## config.mk

```make
export PLATFORM = sky130hd
export DESIGN_NAME = match_referee_flat
export DESIGN_NICKNAME = d
export VERILOG_FILES = /design/src/rtl/match_referee_if.sv /design/src/rtl/match_referee.sv /design/src/flat_wrapper.sv
export SDC_FILE = /design/constraint.sdc
export NUM_CORES = 1
export LEC_CHECK = 0
export CORE_MARGIN = 8
export CORE_UTILIZATION = 40
export CTS_CLUSTER_SIZE = 20
export DETAILED_ROUTE_END_ITERATION = 8
export DONT_BUFFER_PORTS = 1
export GPL_TIMING_DRIVEN = 0
export PLACE_DENSITY = 0.58
export SYNTH_ARGS = -nofsm -noshare
export SYNTH_HDL_FRONTEND = slang
export SYNTH_SLANG_ARGS = --single-unit
```

## constraint.sdc

```tcl
create_clock -name clk -period 8.4 [get_ports clk]
set_input_delay 0.42 -clock clk [delete_from_list [all_inputs] [get_ports clk]]
set_output_delay 0.42 -clock clk [all_outputs]
set_load 0.1 [all_outputs]
```

## src/rtl/match_referee_if.sv

```systemverilog
// Bundle between game logic (master) and the match referee (slave): point pulses in, scores and
// ASCII status out.
interface match_referee_if #(
  parameter int unsigned SCORE_W = 7
);
  logic               start;
  logic               my_point;
  logic               op_point;
  logic [SCORE_W-1:0] my_score;
  logic [SCORE_W-1:0] op_score;
  logic [6:0]         leader;
  logic [6:0]         winner;
  logic               playing;
  logic               game_over;

  modport master (
    output start, my_point, op_point,
    input  my_score, op_score, leader, winner, playing, game_over
  );

  modport slave (
    input  start, my_point, op_point,
    output my_score, op_score, leader, winner, playing, game_over
  );
endinterface

```

## src/rtl/match_referee.sv

```systemverilog
// Two-player match referee: owns both saturating score counters, runs the IDLE/PLAY/OVER FSM and
// publishes leader/winner as ASCII codes for the font ROM.
module match_referee #(
  parameter int unsigned SCORE_W   = 7,
  parameter int unsigned WIN_SCORE = 11,
  parameter int unsigned WIN_BY    = 2
) (
  input  logic            clk,
  input  logic            rst,
  match_referee_if.slave  bus
);

  typedef enum logic [1:0] {StIdle, StPlay, StOver} state_e;

  localparam logic [SCORE_W-1:0] ScoreMax   = '1;
  localparam logic [6:0]         AsciiNone  = 7'h30;
  localparam logic [6:0]         AsciiMe    = 7'h31;
  localparam logic [6:0]         AsciiOp    = 7'h32;
  localparam logic [6:0]         AsciiDraw  = 7'h33;
  localparam logic [6:0]         AsciiLevel = 7'h3D;

  state_e             state_q, state_d;
  logic [SCORE_W-1:0] my_score_q, my_score_d;
  logic [SCORE_W-1:0] op_score_q, op_score_d;
  logic [6:0]         leader_q, leader_d;
  logic [6:0]         winner_q, winner_d;

  logic [SCORE_W:0]   my_diff, op_diff;
  logic               my_win, op_win, draw;

  // Differences carry an extra bit so a negative lead shows up as a set MSB, not a large lead.
  always_comb begin
    my_diff = {1'b0, my_score_q} - {1'b0, op_score_q};
    op_diff = {1'b0, op_score_q} - {1'b0, my_score_q};
    my_win  = (32'(my_score_q) >= WIN_SCORE) && !my_diff[SCORE_W] && (32'(my_diff) >= WIN_BY);
    op_win  = (32'(op_score_q) >= WIN_SCORE) && !op_diff[SCORE_W] && (32'(op_diff) >= WIN_BY);
    draw    = (my_score_q == ScoreMax) && (op_score_q == ScoreMax) && !my_win && !op_win;
  end

  always_comb begin
    state_d    = state_q;
    my_score_d = my_score_q;
    op_score_d = op_score_q;
    winner_d   = winner_q;

    if (my_score_q > op_score_q) begin
      leader_d = AsciiMe;
    end else if (op_score_q > my_score_q) begin
      leader_d = AsciiOp;
    end else begin
      leader_d = AsciiLevel;
    end

    unique case (state_q)
      StIdle, StOver: begin
        if (bus.start) begin
          state_d    = StPlay;
          my_score_d = '0;
          op_score_d = '0;
          winner_d   = AsciiNone;
        end
      end
      StPlay: begin
        if (bus.start) begin
          my_score_d = '0;
          op_score_d = '0;
          winner_d   = AsciiNone;
        end else if (my_win || op_win || draw) begin
          // Points arriving on the deciding edge are dropped so the final score stays as judged.
          state_d  = StOver;
          winner_d = my_win ? AsciiMe : (op_win ? AsciiOp : AsciiDraw);
        end else if (bus.my_point && !bus.op_point) begin
          if (my_score_q != ScoreMax) my_score_d = my_score_q + 1'b1;
        end else if (bus.op_point && !bus.my_point) begin
          if (op_score_q != ScoreMax) op_score_d = op_score_q + 1'b1;
        end
      end
      default: state_d = StIdle;
    endcase
  end

  always_ff @(posedge clk) begin
    if (!rst) begin
      state_q    <= StIdle;
      my_score_q <= '0;
      op_score_q <= '0;
      leader_q   <= AsciiLevel;
      winner_q   <= AsciiNone;
    end else begin
      state_q    <= state_d;
      my_score_q <= my_score_d;
      op_score_q <= op_score_d;
      leader_q   <= leader_d;
      winner_q   <= winner_d;
    end
  end

  assign bus.my_score  = my_score_q;
  assign bus.op_score  = op_score_q;
  assign bus.leader    = leader_q;
  assign bus.winner    = winner_q;
  assign bus.playing   = (state_q == StPlay);
  assign bus.game_over = (state_q == StOver);

endmodule
```

## src/flat_wrapper.sv

```systemverilog
// flat-port wrapper written by rule: the top's interface ports become plain ports
module match_referee_flat 
#(
  parameter int unsigned SCORE_W   = 7,
  parameter int unsigned WIN_SCORE = 11,
  parameter int unsigned WIN_BY    = 2
)
  (clk, rst, bus_start, bus_my_point, bus_op_point, bus_my_score, bus_op_score, bus_leader, bus_winner, bus_playing, bus_game_over);
  match_referee_if #(.SCORE_W(SCORE_W)) bus_i ();
  input  logic clk;
  input  logic rst;
  input wire logic [$bits(bus_i.start)-1:0] bus_start;
  input wire logic [$bits(bus_i.my_point)-1:0] bus_my_point;
  input wire logic [$bits(bus_i.op_point)-1:0] bus_op_point;
  output wire logic [$bits(bus_i.my_score)-1:0] bus_my_score;
  output wire logic [$bits(bus_i.op_score)-1:0] bus_op_score;
  output wire logic [$bits(bus_i.leader)-1:0] bus_leader;
  output wire logic [$bits(bus_i.winner)-1:0] bus_winner;
  output wire logic [$bits(bus_i.playing)-1:0] bus_playing;
  output wire logic [$bits(bus_i.game_over)-1:0] bus_game_over;
  assign bus_i.start = bus_start;
  assign bus_i.my_point = bus_my_point;
  assign bus_i.op_point = bus_op_point;
  assign bus_my_score = bus_i.my_score;
  assign bus_op_score = bus_i.op_score;
  assign bus_leader = bus_i.leader;
  assign bus_winner = bus_i.winner;
  assign bus_playing = bus_i.playing;
  assign bus_game_over = bus_i.game_over;
  match_referee #(.SCORE_W(SCORE_W), .WIN_SCORE(WIN_SCORE), .WIN_BY(WIN_BY)) u_core (.clk(clk), .rst(rst), .bus(bus_i));
endmodule
```

==> qor.yml <==
outcome:
  status: "complete, no violations"
floorplanning:
  die_h_um: 84.9
  core_area_um2: 4660
  row_count: 25
  dieWidth_um: 84.9
  start_util_pct: 40.7
  ios: 35
  die_area_um2: 7210
cells_and_area:
  diodes: 0
  nNetsFinal: 281
  syn_to_final_growth_pct: 7.52
  instances_no_fill: 311
  final_core_util_pct: 43.8
  fillCellCount: 467
  final_cell_mix: "22 x inv_1, 22 x nor2_1, 21 x dfxtp_1, 19 x o21ai_0, 17 x a21oi_1"
  layout-drive-gt1-share_pct: 10.1
setup_path:
  required_ps: 8560
  criticalPathCategory: "register to register"
  worstSetupEndpointType: "register"
  crit_path_max_fanout: 10
  cp.arrival_ps: 4430
  r2r_slack_ps: 4130
  startpoint_type: "register"
routing:
  routedWlPerCell_um: 16.7
  drt_iter0_markers: 92
  first_pass_iters: 4
  route.vias.total: 1777
  via_per_inst: 5.71
  post-route-drc-count: 0
  finalWirelength_um: 5200
  ant_nets: 0
clock_network:
  postCtsHoldBufs: 0
  clk_latency_ps: 260
  clockRootBuffer: "clkbuf_8"
  tritoncts: "yes"
  ctsLongestPathBuffers: 2
  cts_inserted_buffers: 3
  path_clk_slew_ps: 80
  cts_resized: 0
  cts_sinks: 21
  cts_max_level: 1
  cts_setup_buffers: 0
sta:
  final.min_clock_period_ps: 4270
  worst_pin_slew_ps: 1270
  finalClockSkew_ps: 2.77
  hold_viol_final: 0
  setup_tns_ps: 0
  layout_setup_ws_ps: 4130
  rsz0062_at_grt: "false"
  fmax_mhz: 234
  max_slew_margin_pct: 15.3
  setup_viol: 0
  fin_crit_sh_pct: 50.8
  drv_slew: 0
synth:
  avgSynthCellArea_um2: 7.72
  synthFlopType: "dfxtp_1"
  synthArstFlopShare_pct: 0
  ys_seq_elements: 21
  syn_inst: 246
  synth_cell_type_count: 49
  ys_warn_count: 0
  synth_area_um2: 1900
  synth_seq_area_share_pct: 22.1
  synth_edf_count: 0
global_route:
  grt_max_degree: 13
  grt_pass1_vias: 1727
  gr-usage-all-layers_pct: 14.6
  antenna_found_initial: 0
  grt_pass1_wl_um: 8670
  grt.overflow.total: 0
power_and_ir_drop:
  pwr-share-comb_pct: 23.0
  p_seq_share_pct: 47.7
  p_switching_mw: 0.0836
  p_sw_share_pct: 36.0
  ir_worst_vdd_v: 0.0000668
  internal-power_mw: 0.148
  power_leakage_nw: 0.820
  power_frac_clock_pct: 29.3
  power_density_nw_per_um2: 114
place:
  routabilityCongestion: 0.833
  dpl.cell_count: 307
  place_ws_ps: 4170
  place_hpwl_um: 4140
  place.port_buffers: 0
run:
  drv_cap: 0
min_path:
  hold_class: "primary input to register"
==> critical path: stages (launching register included) <==
cell and delay [ps]:
dfxtp_1 1170, inv_1 320, fa_1 540, a211oi_1 350, o21ai_0 150, a21oi_1 130
a211oi_1 60, o31a_2 440, o31ai_4 530, buf_6 220, a21oi_1 70, o21a_1 170
==> metal layers <==
layer  vias to the layer above  routed length [um]  GRT usage, %
li1                        896                   -             -
met1                       843                2400          17.5
met2                        34                2480          25.1
met3                         4                 286          3.67
met4                         0                  33          4.21
met5                         -                   0             0
==> final cells by class <==
cell class / instances / area [um2] / area share, %
buffer: 17 / 123 / 6.01
inverter: 22 / 82.6 / 4.05
clock buffer: 3 / 41.3 / 2.02
sequential: 21 / 420 / 20.6
clock inverter: 1 / 5.00 / 0.245
tap: 54 / 67.6 / 3.31
timing repair buffer: 1 / 3.75 / 0.184
multi-input combinational: 192 / 1300 / 63.6
==> kinds of logic (layout without fill, tap and decap cells) <==
group	Yosys count	count (layout)	synth area share [%]
simple gates	82	82	22.8
compound gates	79	79	28.8
buf+inv	39	44	10.8
flops	21	21	22.1
fa+ha+maj	18	18	12.7
xor+xnor	4	4	1.85
other cells	2	8	0.396
mux	1	1	0.527
==> metrics by stage <==
stage	power, mW	hold WS (ps)	instance area (um2)
floorplan	0.159	537	1920
global placement	0.165	545	1990
detailed placement	0.166	546	1990
CTS	0.234	271	2040
global route	0.241	266	2040
finish	0.232	273	2040
==> power by group through the flow <==
stage	clock network [mW]	registers [mW]	logic, mW
after floorplan	0	0.112	0.0466
after global placement	0	0.113	0.0526
after detailed placement	0	0.113	0.0529
after CTS	0.0698	0.111	0.0531
after global routing	0.0722	0.111	0.0581
final	0.0680	0.111	0.0533
==> cells in the mapped netlist, drive strengths merged (2+ instances only) <==
| master | n | area share (%) |
|---|---|---|
| a211oi | 7 | 3.0 |
| and4 | 4 | 1.8 |
| or2 | 2 | 0.66 |
| a31o | 4 | 1.8 |
| xnor2 | 2 | 0.92 |
| and2 | 4 | 1.3 |
| a21oi | 17 | 4.5 |
| buf | 14 | 5.9 |
| dfxtp | 21 | 22 |
| nand2b | 4 | 1.3 |
| inv | 22 | 4.4 |
| o311a | 3 | 1.6 |
| nor2 | 22 | 4.4 |
| ha | 16 | 11 |
| conb | 2 | 0.40 |
| nand4 | 4 | 1.3 |
| nor2b | 4 | 1.3 |
| and3 | 4 | 1.3 |
| o21ai | 20 | 5.3 |
| o211ai | 2 | 0.79 |
| o31a | 2 | 0.99 |
| nand3 | 8 | 2.1 |
| nor3 | 10 | 2.9 |
| a31oi | 3 | 0.99 |
| clkbuf | 3 | 0.59 |
| or3 | 5 | 1.6 |
| fa | 2 | 2.1 |
| nand2 | 9 | 1.8 |
| xor2 | 2 | 0.92 |
| o21a | 9 | 3.6 |
| a21o | 5 | 2.0 |
==> flip-flops by register name, summed over array words and instances (netlist names) <==
| signal | cells |
|---|---|
| u_core.bus.my_score | 7 |
| u_core.bus.winner | 2 |
| u_core.state_q | 2 |
| u_core.bus.op_score | 7 |
| u_core.bus.leader | 3 |
==> worst paths after layout <==
path,startpoint,to,depth (start not counted)
max,u_core.bus.op_score[1],u_core.bus.my_score[1],11
min,rst,u_core.bus.my_score[1],1
max reg2reg,u_core.bus.op_score[1],u_core.bus.my_score[1],11
min reg2reg,u_core.state_q[0],u_core.state_q[0],2
Power figures use the tool's default switching activity.
